$ cat src/rtl/vending_pkg.sv
// vending_pkg: shared denomination encoding, coin values and payout state enum.
package vending_pkg;
  typedef enum logic [1:0] {IDLE, SELECT, ISSUE, DONE} state_t;
  typedef enum logic [1:0] {D1 = 2'd0, D5 = 2'd1, D10 = 2'd2, D50 = 2'd3} denom_t;
  localparam logic [7:0] VAL_1  = 8'd1;
  localparam logic [7:0] VAL_5  = 8'd5;
  localparam logic [7:0] VAL_10 = 8'd10;
  localparam logic [7:0] VAL_50 = 8'd50;
  function automatic logic [7:0] denom_value(input denom_t d);
    return d == D50 ? VAL_50 : d == D10 ? VAL_10 : d == D5 ? VAL_5 : VAL_1;
  endfunction
endpackage

$ cat src/rtl/coin_stock.sv
// coin_stock: 8-bit coin counter with saturating add and single-coin take in the same cycle.
module coin_stock #(
  parameter logic [7:0] INIT = 8'd20
) (
  input  logic       clk,
  input  logic       i_reset,
  input  logic       i_add,
  input  logic [7:0] i_add_count,
  input  logic       i_take,
  output logic [7:0] o_count
);
  logic [7:0] r_count;
  logic [9:0] w_sum;
  assign w_sum = {2'b0, r_count} + (i_add ? {2'b0, i_add_count} : 10'd0) - {9'd0, i_take};
  assign o_count = r_count;
  always_ff @(posedge clk) begin
    if (i_reset) r_count <= INIT;
    else         r_count <= w_sum > 10'd255 ? 8'hff : w_sum[7:0];
  end
endmodule

$ cat src/rtl/change_dispenser.sv
// change_dispenser: greedy coin payout FSM with hopper handshake.
// Define CHANGE_STOCK_EN to track per-denomination stock and report shortfalls.
module change_dispenser
  import vending_pkg::*;
#(
  parameter logic [7:0] INIT_STOCK = 8'd20
) (
  input  logic       clk,
  input  logic       reset,
  input  logic       start,
  input  logic [7:0] amount,
  output logic       busy,
  output logic       coin_valid,
  output logic [7:0] coin_value,
  input  logic       coin_ready,
  output logic       done,
  output logic       short,
  output logic [7:0] shortfall,
  input  logic       refill_valid,
  input  logic [1:0] refill_denom,
  input  logic [7:0] refill_count
);
  state_t     r_state, w_next;
  logic [7:0] r_remaining, r_coin_value, r_shortfall;
  logic       r_short;
  logic [3:0] w_avail, w_ok;
  logic       w_found, w_hs;
  denom_t     w_pick;
  assign w_hs = r_state == ISSUE && coin_ready;
`ifdef CHANGE_STOCK_EN
  logic [7:0] w_stock [4];
  for (genvar i = 0; i < 4; i++) begin : g_stock
    coin_stock #(.INIT(INIT_STOCK)) u_stock (
      .clk         (clk),
      .i_reset     (reset),
      .i_add       (refill_valid && refill_denom == 2'(i)),
      .i_add_count (refill_count),
      .i_take      (w_hs && r_coin_value == denom_value(denom_t'(i))),
      .o_count     (w_stock[i])
    );
    assign w_avail[i] = w_stock[i] != 8'd0;
  end
  assign short = r_short;
`else
  logic w_unused;
  assign w_unused = ^{refill_valid, refill_denom, refill_count, r_short};
  assign w_avail  = 4'hf;
  assign short    = 1'b0;
`endif
  for (genvar j = 0; j < 4; j++) begin : g_ok
    assign w_ok[j] = w_avail[j] && r_remaining >= denom_value(denom_t'(j));
  end
  assign w_found    = |w_ok;
  assign w_pick     = w_ok[3] ? D50 : w_ok[2] ? D10 : w_ok[1] ? D5 : D1;
  assign coin_value = r_coin_value;
  assign shortfall  = r_shortfall;
  always_comb begin
    w_next     = r_state;
    busy       = r_state != IDLE;
    coin_valid = r_state == ISSUE;
    done       = r_state == DONE;
    case (r_state)
      IDLE:    w_next = start ? SELECT : IDLE;
      SELECT:  w_next = (r_remaining != 8'd0 && w_found) ? ISSUE : DONE;
      ISSUE:   w_next = coin_ready ? SELECT : ISSUE;
      DONE:    w_next = IDLE;
      default: w_next = IDLE;
    endcase
  end
  always_ff @(posedge clk) begin
    if (reset) begin
      r_state      <= IDLE;
      r_remaining  <= 8'd0;
      r_coin_value <= 8'd0;
      r_short      <= 1'b0;
      r_shortfall  <= 8'd0;
    end else begin
      r_state <= w_next;
      if (r_state == IDLE && start) begin
        r_remaining <= amount;
        r_short     <= 1'b0;
        r_shortfall <= 8'd0;
      end
      if (r_state == SELECT && w_next == ISSUE) r_coin_value <= denom_value(w_pick);
      // SELECT falling to DONE with money left means nothing eligible remains
      if (r_state == SELECT && w_next == DONE && r_remaining != 8'd0) begin
        r_short     <= 1'b1;
        r_shortfall <= r_remaining;
      end
      if (w_hs) r_remaining <= r_remaining - r_coin_value;
    end
  end
endmodule

$ cat config.mk
export PLATFORM = sky130hd
export DESIGN_NAME = change_dispenser
export DESIGN_NICKNAME = d
export VERILOG_FILES = /design/src/rtl/vending_pkg.sv /design/src/rtl/coin_stock.sv /design/src/rtl/change_dispenser.sv
export SDC_FILE = /design/constraint.sdc
export NUM_CORES = 1
export LEC_CHECK = 0
export CORE_MARGIN = 3
export CORE_UTILIZATION = 45
export CTS_CLUSTER_SIZE = 30
export DETAILED_ROUTE_END_ITERATION = 8
export HOLD_SLACK_MARGIN = 0.06
export PLACE_DENSITY = 0.79
export RECOVER_POWER = 100
export SLEW_MARGIN = 20
export SYNTH_ARGS = -nofsm -noshare
export SYNTH_HDL_FRONTEND = slang
export SYNTH_SLANG_ARGS = --single-unit
$ cat constraint.sdc
create_clock -name clk -period 2.05 [get_ports clk]
set_clock_uncertainty 0.05 [all_clocks]
set_input_delay 0.5125 -clock clk [delete_from_list [all_inputs] [get_ports clk]]
set_output_delay 0.5125 -clock clk [all_outputs]
set_load 0.05 [all_outputs]
# Word-level counts from Yosys, hierarchy flattened
# Cells that the tools add are included.
word_totals:
  reg_bits: 26
  inputBits: 23
  output_inout_bits: 20
  wordCells: 43
classes:
  add_sub_neg: 1
  order_cmp: 4
  eq_ne: 8
  mux: 14
  reduce_logical: 12
ops:
  columns: ["cell", "n"]
  rows:
  - ["$mux W8", 4]
  - ["$eq A2 B2 Y1 const B", 6]
  - ["$ge A8 B1 Y1 const B", 1]
  - ["$ge A8 B3 Y1 const B", 1]
  - ["$ge A8 B4 Y1 const B", 1]
  - ["$ge A8 B6 Y1 const B", 1]
  - ["$pmux W2 S4", 1]
  - ["$reduce_bool A8 Y1", 1]
  - ["$sub A8 B8 Y8", 1]
  - ["$logic_and A1 B1 Y1", 6]
  - ["$mux W2", 3]
  - ["$mux W6", 1]
  - ["$reduce_bool A2 Y1", 3]
  - ["$eq A2 B1 Y1 const B", 2]
  - ["$mux W4", 1]
  - ["$reduce_or A4 Y1", 1]
  - ["$mux W1", 3]
  - ["$mux W3", 1]
  - ["$logic_not A2 Y1", 1]

# Depth between registers and ports, before layout
depth:
  depth_word: 9
  mapped_depth: 8
  depth_no_buf: 8

# Least setup slack after synthesis
# Ideal clock, no wire load.
synth_path:
  path_type: "register -> register"
  start: "reg r_coin_value[4], in the netlist coin_value[4]"
  end: "reg r_remaining[7]"
  setup_time_ns: 0.120
  arrival_ns: 2.016
  required_ns: 1.880
  setup_slack_ns: -0.136
  path_stages_with_launch: 8
  n_path_buf: 0
  synth_period_minus_slack_ns: 2.186
  path_cell_list: "dfxtp_1 > inv_1 > ha_1 > a21o_1 > a211o_1 > a41oi_1 > mux2i_1 > a21oi_1"
synth_via:
  elab_chain_cells: 2
synth_lines:
  columns: ["element", "line", "rtl"]
  rows:
  - ["start: declaration", "change_dispenser.sv:24", "logic [7:0] r_remaining, r_coin_value, r_shortfall;"]
  - ["start signal: assignment", "change_dispenser.sv:84", "if (r_state == SELECT && w_next == ISSUE) r_coin_value <= denom_value(w_pick);"]
  - ["$sub A8 B8 Y8", "change_dispenser.sv:90", "if (w_hs) r_remaining <= r_remaining - r_coin_value;"]
  - ["$mux W8", "change_dispenser.sv:90", null]
  - ["end signal: assignment", "change_dispenser.sv:80", "r_remaining <= amount;"]
  - ["end signal: assignment", "change_dispenser.sv:90", null]
  - ["end: declaration", "change_dispenser.sv:24", null]
# No other way between the ends.
# A chain may end at the register's enable or synchronous reset.

# Final worst setup path
layout_path:
  start: "reg r_shortfall[4], in the netlist shortfall[4]"
  end: "out shortfall[4]"
layout_rtl:
  columns: ["element", "line", "rtl"]
  rows:
  - ["start: declaration", "change_dispenser.sv:24", null]
  - ["start signal: assignment", "change_dispenser.sv:88", "r_shortfall <= r_remaining;"]
  - ["end: declaration", "change_dispenser.sv:18", "output logic [7:0] shortfall,"]
# No word-level cell between the ends.

==> impl_metrics.toml <==
[die]
floorplan.initialDensity = 0.491
floorplan.rows = 18
fp.dieArea_um2 = 3500
dieWidth_um = 59.2
dieHeight_um = 59.2
core_um2 = 2590
pin_count = 43

[drt]
via_per_inst = 5.63
detail-route-antenna-nets = 0
dr.pass1.iters = 6
initialDrtViolationCount = 31
drc = 0
wl_per_cell_um = 13.9
drt_wl_total_mm = 2.85
vias = 1155

[setup_path]
timing.critical_path.max_delay_family = "buffers and inverters"
slowest_stage = "clkdlybuf4s50_1"
cp_cell_sequence = "clkdlybuf4s50_1"
cp_data_required_time_ns = 1.49
highest_cell_delay_on_the_worst_timing_path_ns = 0.80
worstSetupStartpointType = "register"
cp_max_fo = 2
arrival_time_reported_for_the_critical_path_endpoint_ns = 1.44
reg2regPathDepth = 7
path_depth = 1
cp_num_buf_inv = 1
worst_setup_path_end_kind = "output pin"
setup.worst_path.class = "register to output pin"

[power_and_ir_drop]
internal_power_uw = 730
combinational_fraction_of_design_power = 0.385
power.clock.fraction = 0.176
leakage_uw = 0.000622
power_switching_share = 0.378
power.sequential.fraction = 0.439
cellPowerDensity_nw_per_um2 = 770
total_net_switching_power_uw = 443
post-layout-total-power_uw = 1170
power.ir.vdd_worst_uv = 469

[logic_synthesis]
synthTopCellsByArea = "dfxtp_1, ha_1, nor2_1"
synth_edf_count = 0
synthMostInstantiatedCell = "dfxtp_1"
ys_seq_area_frac = 0.362
post_synth_num_cell_types = 40
post_synth_inst_count = 144
synth_top_cell_area_share = 0.362
ys_dominant_reg_cell = "dfxtp_1"
synthesis.area_um2 = 1270
postSynth.asyncResetShare = 0
ys_warn_count = 0
syn_area_per_cell_um2 = 8.83
synthTopCellsByCount = "dfxtp_1, nor2_1, a21oi_1, and2_1"
synth.largest_area_cell = "dfxtp_1"
synth.ff_latch_count = 23

[layout]
utilization = 0.588
diode_count = 0
syn_to_final_growth_pct = 19.8
drive_above_1_share = 0.114
post-route-cell-area_um2 = 1520
fin_nets = 206

[clock_tree]
htree_depth = 1
cts.path.max_buffers = 2
tritoncts = "built"
postCtsSetupRepairBufs = 0
clk_pin_slew_ns = 0.12
number_of_clock_sinks = 23
worstSkewPairLatency_ns = 0.31
tritoncts.num_buffers = 3
holdBufCountCts = 0
clock-root-buffer = "clkbuf_4"

[timing]
post-route-period-util = 0.976
worst_slew_pin_slew_ns = 0.609
final-max-slew-violation-count = 0
layout_min_cycle_time_ns = 2.00
setup_failing_eps_final = 0
timing.max_slew.rel_slack = 0.596
max_freq_mhz = 500
hold_violations = 0
worst_hold_margin_ns = 0.423

[worst_hold_path]
hold_path.class = "register to register"
min_delay_path_depth = 1

[global_routing]
antenna_violations_before_repair = 0
grt_use_total = 0.161
gr-total-overflow = 0
grt_pass1_vias = 1035
global_route_wire_length_before_repair_mm = 4.42
pin_count_of_the_biggest_net_entering_global_routing = 14

[run]
maxCapViolations = 0

[place]
placed_cell_area_um2 = 1580
port-buffer-count = 28
dp_hpwl_mm = 2.12
finalWeightedCongestion = 0.844

[outcome]
run_status = "complete, no violations"
## path summary, 6_finish.rpt
check        slack [ns]                  startpoint                           to
min                0.42   shortfall[5]$_SDFFE_PP0P_    shortfall[5]$_SDFFE_PP0P_
min reg2reg        0.42   shortfall[5]$_SDFFE_PP0P_    shortfall[5]$_SDFFE_PP0P_
max reg2reg        0.10  coin_value[4]$_SDFFE_PP0P_  r_remaining[7]$_SDFFE_PP0P_
max                0.05   shortfall[4]$_SDFFE_PP0P_                 shortfall[4]
## final cells by class
class,count,area [um^2]
sequential,23,463
inverter,7,26.3
tap,30,37.5
timing repair buffer,32,249
multi-input combinational,109,719
clock inverter,1,5.00
fill,239,1070
clock buffer,3,22.5
## placed cells by master (no fill, tap or decap), drive strengths merged, types with 3 or more instances in the layout
cell / instances
buf: 6
nand2: 8
a211oi: 8
ha: 6
a22oi: 3
clkdlybuf4s50: 11
and2: 9
nand2b: 6
conb: 3
dfxtp: 23
mux2i: 6
nor2: 20
inv: 7
o21ai: 5
clkbuf: 16
and3: 3
a21oi: 9
## registers in the layout, indices dropped and copies added, names as in the netlist
register and count:
r_state 2, coin_value 5, r_remaining 8, shortfall 8
## power groups by stage
stage,registers (uW),logic [uW],clock network [uW]
after floorplan,546,315,0
after global placement,524,442,0
after detailed placement,526,454,0
after CTS,516,459,213
after global routing,521,487,237
final,515,452,207
## what timing repair did
item	4_1_cts	5_1_grt
gates resized for setup	1	10
setup endpoints to repair	1	9
endpoints found under the hold margin	0	0
## metal layers
layer  share of wire  routed length [um]  GRT usage  up-vias
li1                -                   -          -      566
met1            0.44                1270      0.214      557
met2            0.49                1410      0.268       30
met3           0.055                 157     0.0196        2
met4          0.0063                  18     0.0583        0
met5               0                   0          0        -
## metrics by stage
step / cells / setup TNS, ns / setup slack, ns
2_1_floorplan: 146 / 0 / 0.0229
3_3_place_gp: 201 / 0 / 0.123
3_5_place_dp: 201 / 0 / 0.0707
4_1_cts: 205 / 0 / 0.00922
5_1_grt: 205 / -0.00529 / -0.00529
6_report: 205 / 0 / 0.0488
## kinds of logic after synthesis
logic type | after synthesis | share of synthesized area
DFF | 23 | 0.362
and+or+nand+nor | 55 | 0.237
other | 1 | 0.00295
adders and majority gates | 7 | 0.0748
AOI/OAI and AO/OA | 37 | 0.199
muxes | 6 | 0.0472
buffers and inverters | 14 | 0.0699
xor gates and xnor gates | 1 | 0.00689
Power figures use the tool's default switching activity.
==> edit 1, RTL diff (config.mk and constraints unchanged) <==
Reset style: asynchronous (`reset`), changed in one clocked block.
--- a/src/rtl/change_dispenser.sv
+++ b/src/rtl/change_dispenser.sv
@@ -67,7 +67,7 @@
       default: w_next = IDLE;
     endcase
   end
-  always_ff @(posedge clk) begin
+  always_ff @(posedge clk or posedge reset) begin
     if (reset) begin
       r_state      <= IDLE;
       r_remaining  <= 8'd0;
Formal check against the unedited RTL: differs if reset is asserted again (counterexample within 4 cycles, from zero or initial values and one cycle with reset high); with reset held inactive, the same outputs for 10 cycles.
==> edit 1 against the unedited design <==
  * Die area grew 3.7%
  * Worst hold slack improved by 0.035 ns
  * Synthesized cell count is 4.9% lower
  * Sequential cell count did not move
  * Synthesized area is 4.1% higher
  * Wire length is 2.7% lower
  * Count of clock-buffer cells in the layout did not move
  * Fmax up 2.5%
  * Worst setup slack improved by 0.049 ns
  * Design area grew 5.3%
Power is not compared: it rests on default switching activity, and its combinational part moved more than twofold at a synthesized area within 25%.
==> edit 1: results (changes against the unedited design) <==
Status
  – Status: complete, no violations

Setup path
  – Crit-path max FO: 3 (+1)
  – Critical register-to-register path endpoint: r_remaining[6]
  – Worst r2r path cells: 7 (unchanged)
  – Crit path largest cell delay: 0.43 ns (-0.37 ns)
  – Critical Path Source: coin_value[0]
  – WP data arrival: 2.16 ns (+0.72 ns)
  – Dominant delay contributor by cell family on the critical path: adder cells
  – Crit path capture: r_remaining[6]
  – Slowest stage cell, crit path: dfrtp_1

Timing
  – Worst hold margin: 0.4582 ns (+0.03540 ns)
  – Worst-margin pin slew: 1.221 ns (+0.6117 ns)
  – Final worst path period need: 1.952 ns (-0.04919 ns)

Synth
  – Synth warn: 0 (unchanged)
  – Compound-cell area share of the yosys netlist: 18.43% (-1.5 points)
  – Synth cell types: 39 (-2.5%)
  – Post-Synth Adder-Cell Area: 7.183% (-0.30 points)
  – Synth area leaders: dfrtp_1, ha_1, nor2b_1
  – Post-synth ARST share: 100.0% (+100 points)
  – XOR/XNOR Fraction of Synth Area: 0.6616% (-0.027 points)
  – Register area share after synthesis: 43.48% (+7.3 points)
  – Syn avg cell area: 9.663 sq um (+9.5%)
  – Synth cell count leaders: dfrtp_1, nor2_1, nor2b_1, o21ai_0
  – Post-synthesis mux area share: 5.577% (+0.85 points)

Route
  – Routed WL: 2.771 mm (-2.7%)
  – Drt pass-1 iters: 4 (-2)
  – DRT iter0 DRCs: 32 (+3.2%)
  – Vias: 1093 (-5.4%)
  – Post-DR wirelength/cell: 13.72 microns (-1.2%)

Placement
  – Setup slack at placement: -0.02006 ns (-0.09075 ns)
  – Gp weighted congestion: 0.8403 (-0.39%)
  – Dpl hpwl: 2.151 mm (+1.5%)
  – Placed inst area: 1647 sq um (+4.0%)

Clock network
  – Clock Latency Late Sink: roughly 0.32 ns
  – Max Buffers Root-to-Sink: 2 (unchanged)
  – H-tree depth: 1 (unchanged)
  – Post-CTS Resized: 6 (+5)

Final layout
  – Final nets: 202 (-1.9%)
  – Fillcell total: 260 (+8.8%)
  – Layout cells sized above 1: 11.11% (-0.32 points)
  – ANT cells: 0 (unchanged)
  – Util after Layout: 57.67% (-1.1 points)

Global routing
  – Initial antenna violation count: 0 (unchanged)
  – Largest net degree at the start of global routing: 24 (+10)
  – Global Route Usage Sum: 15.50% (-0.64 points)
  – First-pass GRT wire length: 4.298 mm (-2.8%)
  – Vias in the first global route: 1002 (-3.2%)

Hold path
  – Worst hold path startpoint: shortfall[0]
  – Worst Hold Class: register to register
  – Worst hold endpoint: shortfall[0]

Power and ir drop
  – Seq group: 767 uW
  – Clock Power: about 220 uW
  – Internal: 1290 uW
  – Peak supply drop: 0.9043 mV
[edit 1: cell types whose count changed after synthesis, moves of 3 or more]
| cell | unedited run | this run |
|---|---|---|
| dfrtp_1 | 0 | 23 |
| dfxtp_1 | 23 | 0 |
| nor2b_1 | 1 | 10 |
| and2_1 | 9 | 1 |
| a211oi_1 | 8 | 2 |
| nor2_1 | 18 | 13 |
| o21ai_0 | 5 | 10 |
| a22oi_1 | 3 | 0 |
| mux2_2 | 0 | 3 |
| o31ai_1 | 0 | 3 |
[edit 1: per-layer routing]
layer  up-vias  wire length (microns)  global-route usage (%)
li1        540                      -                       -
met2        30                   1358                   27.01
met5         -                      0                       0
met3         3                    154                   1.080
met1       520                   1231                   19.76
met4         0                     27                   6.013
[edit 1: cell type report]
type / instances / share of cell area [%]
clock buffers: 3 / 1.404
well taps: 31 / 2.418
repair buffers: 35 / 15.52
clock inverters: 1 / 0.3120
inverters: 9 / 2.106
flip-flops and latches: 23 / 35.88
multi-input cells: 100 / 42.36
==> edit 2, RTL diff (same settings) <==
Made on the original files. Build with the macro `CHANGE_STOCK_EN` defined.
--- a/src/rtl/change_dispenser.sv
+++ b/src/rtl/change_dispenser.sv
@@ -1,5 +1,7 @@
 // change_dispenser: greedy coin payout FSM with hopper handshake.
 // Define CHANGE_STOCK_EN to track per-denomination stock and report shortfalls.
+`define CHANGE_STOCK_EN
+
 module change_dispenser
   import vending_pkg::*;
 #(
Function: no difference found for any inputs over 10 cycles, from zero or initial values and one cycle with reset high; that may be too few to reach the edited logic, so the function may still have changed.
==> edit 2 against the unedited design <==
  * The flow now finishes with violations (setup timing)
  * Non-clock buffer count rose by 136
  * Count of clock-buffer cells in the layout is 2 higher
  * Worst setup slack got worse by 1.2 ns
  * Wire length increased to 5.1 times the old value
  * Largest cell class unchanged
  * Sequential cell count is 33 higher
  * Design area increased to 4.4 times the old value
  * Synthesized area increased to 3.7 times the old value
  * Total power grew to 8.8 times the old value
==> edit 2: results (changes against the unedited design) <==
Final layout
  – Seq area share: 17.17% (-13 points)
  – Final nets: 870 (+320%)
  – Area of the multi-input gates: 3550 sq um (+390%)
  – Comb_multi_in: 428 (+290%)
  – Layout cells sized above 1: 32.99% (+22 points)
  – Buffer share of cell area: 19.11% (+2.8 points)
  – Fillcell total: 773 (+220%)
  – Non-CTS buffers: 168 (+430%)

Synth
  – Syn avg cell area: 7.630 sq um (-14%)
  – Synth cell types: 55 (+38%)
  – Register area share after synthesis: 24.09% (-12 points)
  – Synth area leaders: dfxtp_1, ha_1, inv_1

Global routing
  – Met2 GRT Util: 42.36% (+16 points)
  – Largest net degree at the start of global routing: 56 (+42)
  – Met1 Use GR: 25.82% (+4.4 points)
  – Global Route Usage Sum: 22.12% (+6.0 points)
  – First-pass GRT wire length: 21.09 mm (+380%)

Timing
  – Post-route worst setup slack: -1.197 ns (-1.246 ns)
  – Setup TNS: -32.61 ns (-32.61 ns)
  – Worst-margin pin slew: 0.6137 ns (+0.004736 ns)
  – Final setup fails: 35 (+35)

Clock network
  – Post-CTS Resized: 47 (+46)
  – CTS buffer count: 5 (+2)
  – Cell at the root of the clock tree: clkbuf_8
  – Postcts setup bufs: 9 (+9)

Setup path
  – Crit-path max FO: 4 (+2)
  – Slowest stage cell, crit path: or4_4
  – Crit path largest cell delay: 0.45 ns (-0.35 ns)

Placement
  – Gp weighted congestion: 0.9014 (+6.9%)
  – Placed inst area: 6056 sq um (+280%)
  – Placed insts: 879 (+340%)
  – Dpl hpwl: 9.908 mm (+370%)
  – Setup slack at placement: -1.754 ns (-1.824 ns)

Route
  – DRT iter0 DRCs: 319 (+930%)
  – Post-DR wirelength/cell: 15.92 microns (+15%)
  – Drt pass-1 iters: 5 (-1)
  – Routed WL: 14.43 mm (+410%)

Status
  – Status: finished with violations
  – Failing checks: setup timing

Floorplan
  – Die Width: 107.7 microns (+82%)

Power and ir drop
  – Leak Pwr: 0.003092 uW (+400%)
  – Peak supply drop: 1.030 mV (+120%)
==> edit 2: cell count changes in the layout (fill, tap and decap cells not counted), moves of 8 or more <==
cell     delta
ha_1       +53
nand3_2     +8
xor2_1     +14
a21oi_1    +38
dfxtp_1    +24
o21ai_0     +9
o21a_1      +8
xnor2_1    +12
inv_1     +100
nor3_1     +12
buf_4     +118
nor2_1     +16
nand2_1    +56
a21oi_2    +10
==> edit 2: report_power, final <==
group	internal [uW]	total (uW)	switching (uW)
logic	3910	7970	4050
registers	1430	1680	244
clock network	246	637	391
==> edit 2: cells by family after synthesis <==
| logic type | after synthesis | synth area share [%] |
|---|---|---|
| XOR/XNOR | 27 | 5.081 |
| adder cells (fa/ha/maj) | 75 | 20.97 |
| flip-flops | 56 | 24.09 |
| AND/OR/NAND/NOR | 186 | 20.46 |
| AO/OA/AOI/OAI | 135 | 18.04 |
| multiplexers | 2 | 0.4838 |
| buffers and inverters | 128 | 10.81 |
| other | 1 | 0.08057 |
==> edit 2: worst paths after layout <==
| kind | startpoint | endpoint | slack [ns] | depth (start not counted) |
|---|---|---|---|---|
| max | r_state[1] | g_stock[3].u_stock.o_count[4] | -1.20 | 15 |
| min | shortfall[3] | shortfall[3] | 0.43 | 2 |
| min reg2reg | shortfall[3] | shortfall[3] | 0.43 | 2 |
| max reg2reg | r_state[1] | g_stock[3].u_stock.o_count[4] | -1.20 | 15 |
==> edit 2: layer usage <==
| layer | vias up | routed length, microns |
|---|---|---|
| li1 | 2373 | - |
| met1 | 2286 | 5694 |
| met2 | 199 | 7509 |
| met3 | 37 | 847 |
| met4 | 0 | 373 |
| met5 | - | 0 |
